==> config.mk <==
export PLATFORM = sky130hd
export DESIGN_NAME = axi_lite_master
export DESIGN_NICKNAME = d
export VERILOG_FILES = /design/src/rtl/axi_lite_pkg.sv /design/src/rtl/axi_lite_timeout_ctr.sv /design/src/rtl/axi_lite_master.sv
export SDC_FILE = /design/constraint.sdc
export NUM_CORES = 1
export LEC_CHECK = 0
export ABC_AREA = 1
export BUFFER_PORTS_ARGS = -buffer_cell sky130_fd_sc_hd__buf_2
export CAP_MARGIN = 15
export CORE_MARGIN = 5
export CORE_UTILIZATION = 46
export CTS_CLUSTER_SIZE = 30
export DETAILED_ROUTE_END_ITERATION = 8
export GPL_TIMING_DRIVEN = 0
export PLACE_DENSITY = 0.79
export REMOVE_ABC_BUFFERS = 1
export SLEW_MARGIN = 40
export SYNTH_ARGS = -nofsm -noshare
export SYNTH_HDL_FRONTEND = slang
export SYNTH_HIERARCHICAL = 1
export SYNTH_SLANG_ARGS = --single-unit
export TNS_END_PERCENT = 20
==> constraint.sdc <==
create_clock -name aclk -period 2.5 [get_ports aclk]
set_input_delay 0.75 -clock aclk [delete_from_list [all_inputs] [get_ports aclk]]
set_output_delay 0.75 -clock aclk [all_outputs]
set_load 0.01 [all_outputs]
==> src/rtl/axi_lite_pkg.sv <==
// Shared AXI4-Lite response codes and register-file offsets used by the master
// bridge and anything that talks to the register-file slave.
package axi_lite_pkg;

    typedef logic [1:0] resp_t;

    localparam resp_t RESP_OKAY    = 2'b00;
    localparam resp_t RESP_SLVERR  = 2'b10;
    localparam resp_t RESP_DECERR  = 2'b11;
    // A local abort is reported with the decode-error code.
    localparam resp_t RESP_TIMEOUT = RESP_DECERR;

    localparam logic [31:0] CTRL   = 32'h0000_0000;
    localparam logic [31:0] STATUS = 32'h0000_0004;
    localparam logic [31:0] DATA0  = 32'h0000_0008;
    localparam logic [31:0] DATA1  = 32'h0000_000C;

endpackage

==> src/rtl/axi_lite_timeout_ctr.sv <==
// Per-state handshake watchdog: counts cycles while enabled, flags expiry on
// the last allowed cycle. TIMEOUT_CYCLES=0 never expires.
module axi_lite_timeout_ctr #(
    parameter int TIMEOUT_CYCLES = 256
) (
    input  logic aclk,
    input  logic aresetn,
    input  logic clear_i,
    input  logic enable_i,
    output logic expired_o
);

    localparam int CNT_W = (TIMEOUT_CYCLES > 1) ? $clog2(TIMEOUT_CYCLES) : 1;
    localparam logic [CNT_W-1:0] LAST = (TIMEOUT_CYCLES > 0) ? CNT_W'(TIMEOUT_CYCLES - 1) : '0;

    logic [CNT_W-1:0] cnt_q, cnt_d;

    always_comb begin
        cnt_d = cnt_q;
        if (clear_i)
            cnt_d = '0;
        else if (enable_i)
            cnt_d = cnt_q + CNT_W'(1);
    end

    always_ff @(posedge aclk or negedge aresetn) begin
        if (!aresetn)
            cnt_q <= '0;
        else
            cnt_q <= cnt_d;
    end

    assign expired_o = (TIMEOUT_CYCLES != 0) && (cnt_q == LAST);

endmodule

==> src/rtl/axi_lite_master.sv <==
// Single-outstanding AXI4-Lite master: one cmd in, one AXI transaction out,
// one rsp back. A watchdog aborts any handshake that stalls too long.
module axi_lite_master
    import axi_lite_pkg::*;
#(
    parameter int ADDR_W         = 32,
    parameter int DATA_W         = 32,
    parameter int TIMEOUT_CYCLES = 256
) (
    input  logic              aclk,
    input  logic              aresetn,
    input  logic              cmd_valid,
    output logic              cmd_ready,
    input  logic              cmd_write,
    input  logic [ADDR_W-1:0] cmd_addr,
    input  logic [DATA_W-1:0] cmd_wdata,
    output logic              rsp_valid,
    input  logic              rsp_ready,
    output logic [DATA_W-1:0] rsp_rdata,
    output resp_t             rsp_resp,
    output logic [ADDR_W-1:0] awaddr,
    output logic              awvalid,
    input  logic              awready,
    output logic [DATA_W-1:0] wdata,
    output logic              wvalid,
    input  logic              wready,
    input  resp_t             bresp,
    input  logic              bvalid,
    output logic              bready,
    output logic [ADDR_W-1:0] araddr,
    output logic              arvalid,
    input  logic              arready,
    input  logic [DATA_W-1:0] rdata,
    input  resp_t             rresp,
    input  logic              rvalid,
    output logic              rready
);

    localparam logic [2:0] S_IDLE  = 3'd0;
    localparam logic [2:0] S_WRITE = 3'd1;
    localparam logic [2:0] S_WRESP = 3'd2;
    localparam logic [2:0] S_RADDR = 3'd3;
    localparam logic [2:0] S_RDATA = 3'd4;
    localparam logic [2:0] S_RSP   = 3'd5;

    logic [2:0]        state_q, state_d;
    logic [ADDR_W-1:0] addr_q, addr_d;
    logic [DATA_W-1:0] wdata_q, wdata_d;
    logic              awvalid_q, awvalid_d;
    logic              wvalid_q, wvalid_d;
    logic              arvalid_q, arvalid_d;
    logic              bready_q, bready_d;
    logic              rready_q, rready_d;
    logic              rsp_valid_q, rsp_valid_d;
    logic [DATA_W-1:0] rsp_rdata_q, rsp_rdata_d;
    resp_t             rsp_resp_q, rsp_resp_d;

    logic tmo_busy, tmo_clear, tmo_expired, abort;

    assign tmo_busy  = (state_q == S_WRITE) || (state_q == S_WRESP) ||
                       (state_q == S_RADDR) || (state_q == S_RDATA);
    assign tmo_clear = (state_d != state_q);

    axi_lite_timeout_ctr #(
        .TIMEOUT_CYCLES(TIMEOUT_CYCLES)
    ) u_tmo (
        .aclk      (aclk),
        .aresetn   (aresetn),
        .clear_i   (tmo_clear),
        .enable_i  (tmo_busy),
        .expired_o (tmo_expired)
    );

    always_comb begin
        state_d     = state_q;
        addr_d      = addr_q;
        wdata_d     = wdata_q;
        awvalid_d   = awvalid_q;
        wvalid_d    = wvalid_q;
        arvalid_d   = arvalid_q;
        bready_d    = bready_q;
        rready_d    = rready_q;
        rsp_valid_d = rsp_valid_q;
        rsp_rdata_d = rsp_rdata_q;
        rsp_resp_d  = rsp_resp_q;
        abort       = 1'b0;

        case (state_q)
            S_IDLE: begin
                if (cmd_valid) begin
                    addr_d  = cmd_addr;
                    wdata_d = cmd_wdata;
                    if (cmd_write) begin
                        awvalid_d = 1'b1;
                        wvalid_d  = 1'b1;
                        state_d   = S_WRITE;
                    end else begin
                        arvalid_d = 1'b1;
                        state_d   = S_RADDR;
                    end
                end
            end
            S_WRITE: begin
                // AW and W retire independently; move on once neither is pending.
                awvalid_d = awvalid_q && !awready;
                wvalid_d  = wvalid_q && !wready;
                if (!awvalid_d && !wvalid_d) begin
                    bready_d = 1'b1;
                    state_d  = S_WRESP;
                end else if (tmo_expired) begin
                    abort = 1'b1;
                end
            end
            S_WRESP: begin
                if (bvalid) begin
                    rsp_resp_d  = bresp;
                    rsp_rdata_d = '0;
                    bready_d    = 1'b0;
                    rsp_valid_d = 1'b1;
                    state_d     = S_RSP;
                end else if (tmo_expired) begin
                    abort = 1'b1;
                end
            end
            S_RADDR: begin
                if (arready) begin
                    arvalid_d = 1'b0;
                    rready_d  = 1'b1;
                    state_d   = S_RDATA;
                end else if (tmo_expired) begin
                    abort = 1'b1;
                end
            end
            S_RDATA: begin
                if (rvalid) begin
                    rsp_rdata_d = rdata;
                    rsp_resp_d  = rresp;
                    rready_d    = 1'b0;
                    rsp_valid_d = 1'b1;
                    state_d     = S_RSP;
                end else if (tmo_expired) begin
                    abort = 1'b1;
                end
            end
            S_RSP: begin
                if (rsp_ready) begin
                    rsp_valid_d = 1'b0;
                    state_d     = S_IDLE;
                end
            end
            default: state_d = S_IDLE;
        endcase

        // Dropping bready/rready here is what makes a late slave response harmless.
        if (abort) begin
            awvalid_d   = 1'b0;
            wvalid_d    = 1'b0;
            arvalid_d   = 1'b0;
            bready_d    = 1'b0;
            rready_d    = 1'b0;
            rsp_resp_d  = RESP_TIMEOUT;
            rsp_rdata_d = '0;
            rsp_valid_d = 1'b1;
            state_d     = S_RSP;
        end
    end

    always_ff @(posedge aclk or negedge aresetn) begin
        if (!aresetn) begin
            state_q     <= S_IDLE;
            addr_q      <= '0;
            wdata_q     <= '0;
            awvalid_q   <= 1'b0;
            wvalid_q    <= 1'b0;
            arvalid_q   <= 1'b0;
            bready_q    <= 1'b0;
            rready_q    <= 1'b0;
            rsp_valid_q <= 1'b0;
            rsp_rdata_q <= '0;
            rsp_resp_q  <= RESP_OKAY;
        end else begin
            state_q     <= state_d;
            addr_q      <= addr_d;
            wdata_q     <= wdata_d;
            awvalid_q   <= awvalid_d;
            wvalid_q    <= wvalid_d;
            arvalid_q   <= arvalid_d;
            bready_q    <= bready_d;
            rready_q    <= rready_d;
            rsp_valid_q <= rsp_valid_d;
            rsp_rdata_q <= rsp_rdata_d;
            rsp_resp_q  <= rsp_resp_d;
        end
    end

    assign cmd_ready = (state_q == S_IDLE);
    assign awaddr    = addr_q;
    assign araddr    = addr_q;
    assign wdata     = wdata_q;
    assign awvalid   = awvalid_q;
    assign wvalid    = wvalid_q;
    assign arvalid   = arvalid_q;
    assign bready    = bready_q;
    assign rready    = rready_q;
    assign rsp_valid = rsp_valid_q;
    assign rsp_rdata = rsp_rdata_q;
    assign rsp_resp  = rsp_resp_q;

endmodule

After elaboration in Yosys (flattened, before gate mapping):

Index checks and enable logic that the tools add are counted.

* equality and inequality tests: 15
* shifts and indexed selects: 0
* reductions and logical operators: 25
* add/subtract/negate cells: 1
* div/mod/pow operators: 0
* $lt $le $gt $ge: 0
* multipliers: 0
* multiplexer cells: 49
* bitwise operators: 0

Operators by type and width (count)
* $mux 32: 3
* $pmux 32 s2: 1
* $mux 1: 23
* $mux 3: 7
* $pmux 3 s6: 1
* $mux 8: 2
* $reduce_bool 3->1: 5
* $ne 3x3->1 const B: 4
* $reduce_and 3->1: 4
* $pmux 1 s2: 5
* $ne 3x2->1 const B: 3
* $add 8x1->8 const B: 1
* $eq 8x8->1 const B: 1
* $mux 2: 4
* $reduce_and 4->1: 2
* $eq 3x2->1 const B: 2
* $eq 3x3->1 const B: 2
* $logic_not 1->1: 4
* $pmux 1 s4: 1
* $pmux 2 s2: 1
* $reduce_bool 4->1: 1
* $eq 3x1->1 const B: 1
* $logic_and 1x1->1: 3
* $logic_not 3->1: 1
* 6 further kinds: 8

* bits in writable memories: 0
* register bits after elaboration: 115
* memories kept: 0
* bits in latches: 0
* output and inout bits: 137
* bits in read-only memories: 0

Longest topological paths before layout:

* word-level depth: 9
* mapped depth: 18
* mapped depth without buffers: 18

By module:

Netlist, hierarchy kept.

By module, submodules not included
* axi_lite_master: area an instance 4585.6 um^2, cells each 411, seq. area each 2677.6 um^2, times used 1
* axi_lite_timeout_ctr: area an instance 442.9 um^2, cells each 61, seq. area each 200.2 um^2, times used 1

Worst setup path after synthesis:

No wires, ideal clock.

* path kind: register -> register
* start: reg u_tmo.cnt_q[0]
* end: reg u_tmo.cnt_q[6]
* required time: 2.387 ns
* library setup time: 0.113 ns
* clock period less this slack: 2.269 ns
* slack: 0.231 ns
* stages on the path, launching flop included: 17
* path buffers: 0
* data arrival time: 2.156 ns
* path through: dfrtp_1 -> ha_1 -> nand2_1 -> inv_1 -> and3_1 -> nand4_1 -> nand2_1 -> nor2_4 -> o21ai_0 -> nand2_1 -> nand3_1 -> nor2_4 -> inv_1 -> nand3_1 -> nand2_1 -> nand2_1 -> inv_1

* cells in the longest elaborated chain, start to end: 7

RTL lines
* start, declared: RTL line axi_lite_timeout_ctr.sv:16 `logic [CNT_W-1:0] cnt_q, cnt_d;`
* start signal, assigned: RTL line axi_lite_timeout_ctr.sv:30 `cnt_q <= cnt_d;`
* $eq 8x8->1 *: RTL line axi_lite_timeout_ctr.sv:33 `assign expired_o = (TIMEOUT_CYCLES != 0) && (cnt_q == LAST);`
* net tmo_expired: RTL line axi_lite_master.sv:58 `logic tmo_busy, tmo_clear, tmo_expired, abort;`
* $mux 1 *
* $mux 1 (on tied branches)
* $pmux 1 s4 *: RTL line axi_lite_master.sv:88 `case (state_q)`
* $mux 3 *: RTL line axi_lite_master.sv:155 `if (abort) begin`
* $ne 3x3->1 *: RTL line axi_lite_master.sv:62 `assign tmo_clear = (state_d != state_q);`
* net tmo_clear: RTL line axi_lite_master.sv:58
* $mux 8 / $reduce_bool 2->1 (equally long branches)

The timed path passes the listed nets; every way through them passes the cells marked *. The select of a mux whose other input is x is not followed.
A chain may end at the register's enable or synchronous reset.

Worst setup path after layout:

* start: reg u_tmo.cnt_q[1]
* end: reg u_tmo.cnt_q[6]

* cells in the longest elaborated chain, start to end: 7

RTL lines
* $eq 8x8->1 *: RTL line axi_lite_timeout_ctr.sv:33
* net tmo_expired: RTL line axi_lite_master.sv:58
* $mux 1 *
* $mux 1 (on tied branches)
* $pmux 1 s4 *: RTL line axi_lite_master.sv:88
* $mux 3 *: RTL line axi_lite_master.sv:155
* net state_d[0]: RTL line axi_lite_master.sv:46 `logic [2:0] state_q, state_d;`
* $ne 3x3->1 *: RTL line axi_lite_master.sv:62
* net tmo_clear: RTL line axi_lite_master.sv:58
* $mux 8 / $reduce_bool 2->1 (equally long branches)

Marked as above.

==> results.py <==
metrics = {
    "setup_path": {
        "critPathCapture": "u_tmo/cnt_q[6]",
        "path_class": "flop to flop",
        "timing.rr.end": "u_tmo/cnt_q[6]",
        "rrSetupSlack_ns": 0.07,
        "timing.rr.start": "u_tmo/cnt_q[1]",
        "cp_max_fo": 7,
        "start_kind": "flop",
        "rr_worst_depth": 18,
        "crit_required_ns": 2.89,
        "end_kind": "flop",
        "critPathArrivalTime_ns": 2.82,
        "critPathLaunch": "u_tmo/cnt_q[1]",
    },
    "clocking": {
        "path_clk_slew_ns": 0.06,
        "cts_made_buffers": 17,
        "clkLatencyLatePin_ns": 0.50,
        "htree_num_levels": 4,
        "cts.sinks": 115,
        "cts_buffer_depth": 2,
        "hold_buffers": 0,
        "tritoncts": "built",
        "clock-root-buffer": "clkbuf_8",
    },
    "floorplan": {
        "die_area_um2": 13120,
        "die_h_um": 114.6,
        "start_util_pct": 46.59,
        "num_rows": 38,
        "die_w_um": 114.6,
        "fp.coreArea_um2": 10790,
        "num_io_pins": 247,
    },
    "cells_and_area": {
        "num_antenna_cells": 0,
        "layout-drive-gt1-share_pct": 47.62,
        "layout_commonest_cell": "buf_2",
        "area_growth_pct": 35.93,
        "final_cell_mix": "buf_2 (245), nand2_1 (130), dfrtp_1 (115)",
        "finalNonFillerCells": 854,
        "num-fill-cells": 865,
        "final_area_um2": 6835,
        "fin_nets": 812,
    },
    "sta": {
        "hold_violations": 0,
        "worst_slack_ns": 0.06979,
        "period_share_pct": 97.21,
        "relSlewSlack_pct": 73.43,
        "period_needed_ns": 2.430,
        "worst_clock_skew_ns": 0.007978,
        "finalMaxSlewViolations": 0,
        "fin_hold_ws_ns": 0.1459,
        "tightestPinTransition_ns": 0.3985,
        "clock.fmax_mhz": 411.5,
        "setup_viol": 0,
    },
    "drt": {
        "wl_per_cell_um": 15.23,
        "vias_per_cell": 4.796,
        "num_vias": 4096,
        "wirelength_um": 13010,
        "ant_nets": 0,
        "dr.pass1.iters": 4,
        "drtIter0Drc": 186,
        "drc": 0,
    },
    "grt": {
        "track_usage_pct": 20.53,
        "grt_pass1_vias": 4342,
        "grt_pass1_wl_um": 21170,
        "gr-total-overflow": 0,
        "grt_antenna_before_repair": 0,
        "grt_max_degree": 66,
    },
    "placement": {
        "gp_routability_congestion": 0.8744,
        "pre_cts_ws_ns": -0.1041,
        "place_inst": 814,
        "placed_area_um2": 6158,
        "port_buffers": 246,
        "hpwlAfterDp_um": 9814,
    },
    "power_and_ir_drop": {
        "power_switching_mw": 3.397,
        "power.total_mw": 9.223,
        "clkPwrFrac_pct": 25.9,
        "p_comb_share_pct": 39.2,
        "leakagePower_nw": 3.742,
        "intPower_mw": 5.827,
        "switching_share_pct": 36.83,
        "p_per_area_nw_per_um2": 1349,
        "vdd_drop_max_mv": 0.8541,
        "p_seq_share_pct": 34.9,
    },
    "yosys": {
        "ys_seq_elements": 115,
        "avgSynthCellArea_um2": 10.65,
        "ys.flop_type": "dfrtp_1",
        "netlist_instances": 472,
        "synthesis.area_um2": 5029,
        "synth_seq_area_share_pct": 57.23,
        "ys_warn_count": 6,
        "synth-edff-count": 0,
        "async_flop_share_pct": 100.0,
        "synth_cell_types": 29,
    },
    "job": {
        "maxCapViolCount": 0,
    },
    "worst_hold_path": {
        "hold_class": "primary input to async pin",
    },
    "status": {
        "outcome": "complete, no violations",
    },
}
[worst min path at each step]
stage,from,to,slack (ns),cells past startpoint
after floorplan,aresetn,araddr[0],0.45,0
after global placement,rsp_rdata[30],rsp_rdata[30],0.45,2
after detailed placement,rsp_rdata[17],rsp_rdata[17],0.46,2
after CTS,aresetn,wdata[3],0.14,1
after global routing,aresetn,wdata[3],0.16,1
final,aresetn,wdata[3],0.15,1
[power by group through the flow]
stage          registers (mW)  logic [mW]  clock network [mW]
2_1_floorplan            3.71        1.44                   0
3_3_place_gp             3.16        3.51                   0
3_5_place_dp             3.23        3.60                   0
4_1_cts                  3.22        3.61                2.44
5_1_grt                  3.33        3.98                2.53
6_report                 3.22        3.62                2.39
[state kept, by name, summed over array words and instances, names as in the netlist]
register,count
araddr,32
rsp_rdata,32
wdata,32
u_tmo/cnt_q,8
state_q,3
rsp_resp,2
arvalid,1
awvalid,1
bready,1
rready,1
rsp_valid,1
wvalid,1
[per-stage QoR]
| stage | setup TNS (ns) | util [%] |
|---|---|---|
| floorplan | -22.14 | - |
| global placement | -142.48 | 56.25 |
| detailed placement | -0.3406 | 57.06 |
| CTS | 0 | 62.75 |
| global route | -0.1543 | 63.33 |
| finish | 0 | 63.33 |
[Yosys cell counts (2+ instances only)]
master    count  area [µm²]
nor2_1       28       105.1
buf_4        35       262.8
inv_1        20       75.07
clkbuf_1      2       7.510
buf_2         3       15.01
nand2_1     135       506.7
a211oi_1      2       15.01
nand4_1       3       18.77
nor2_4        2       22.52
mux2_1       40       450.4
inv_2         6       22.52
a21oi_1       4       20.02
nor3_1        2       10.01
a21oi_2       2       17.52
mux2_2       24       270.3
o21a_1        2       15.01
nor2_2        4       25.02
nand3_1      18       90.09
dfrtp_1     115        2878
buf_6         7       78.83
o21ai_0      10       50.05
[cell families (layout without fill, tap and decap cells)]
| logic type | Yosys count | after routing | share of synthesized area (%) |
|---|---|---|---|
| fa+ha+maj | 1 | 1 | 0.2488 |
| compound gates | 21 | 21 | 2.438 |
| simple gates | 197 | 197 | 16.45 |
| mux | 64 | 64 | 14.33 |
| buf+inv | 74 | 316 | 9.306 |
| flops | 115 | 115 | 57.23 |
[area by class of cell]
cell class | instances | area, µm² | area share, %
timing repair buffer | 257 | 1364 | 19.95
inverter | 27 | 103.9 | 1.519
clock buffer | 20 | 435.4 | 6.370
sequential | 115 | 2878 | 42.10
tap | 140 | 175.2 | 2.563
multi-input combinational | 283 | 1723 | 25.21
clock inverter | 12 | 156.4 | 2.288
[metal layers]
metal	vias up	wire, µm	share of wire (%)	global-route usage, %
li1	1954	-	-	-
met1	1938	4874	37	23.05
met2	179	6632	51	35.23
met3	25	1232	9.5	7.875
met4	0	268	2.1	7.838
met5	-	0	0	0
[worst max-delay path, cell delays in order, from the launching register on]
cell     delay, ns
dfrtp_1       0.38
ha_2          0.20
nand2_2       0.07
inv_1         0.09
and3_4        0.22
nand4_1       0.14
nand2_2       0.14
nor2_4        0.06
buf_4         0.12
nand2_1       0.07
nand2_1       0.05
nand2_1       0.08
nand3_2       0.13
nor2_4        0.23
inv_2         0.06
nand3_1       0.08
nand2_1       0.06
nand2_1       0.08
inv_1         0.04
[repair_timing]
item                       4_1_cts  5_1_grt
gates resized for setup          0       13
setup endpoints to repair        5        7
pin swaps                        2        2
buffers inserted                 3        5
No activity file was read; power rests on OpenSTA's default activity.
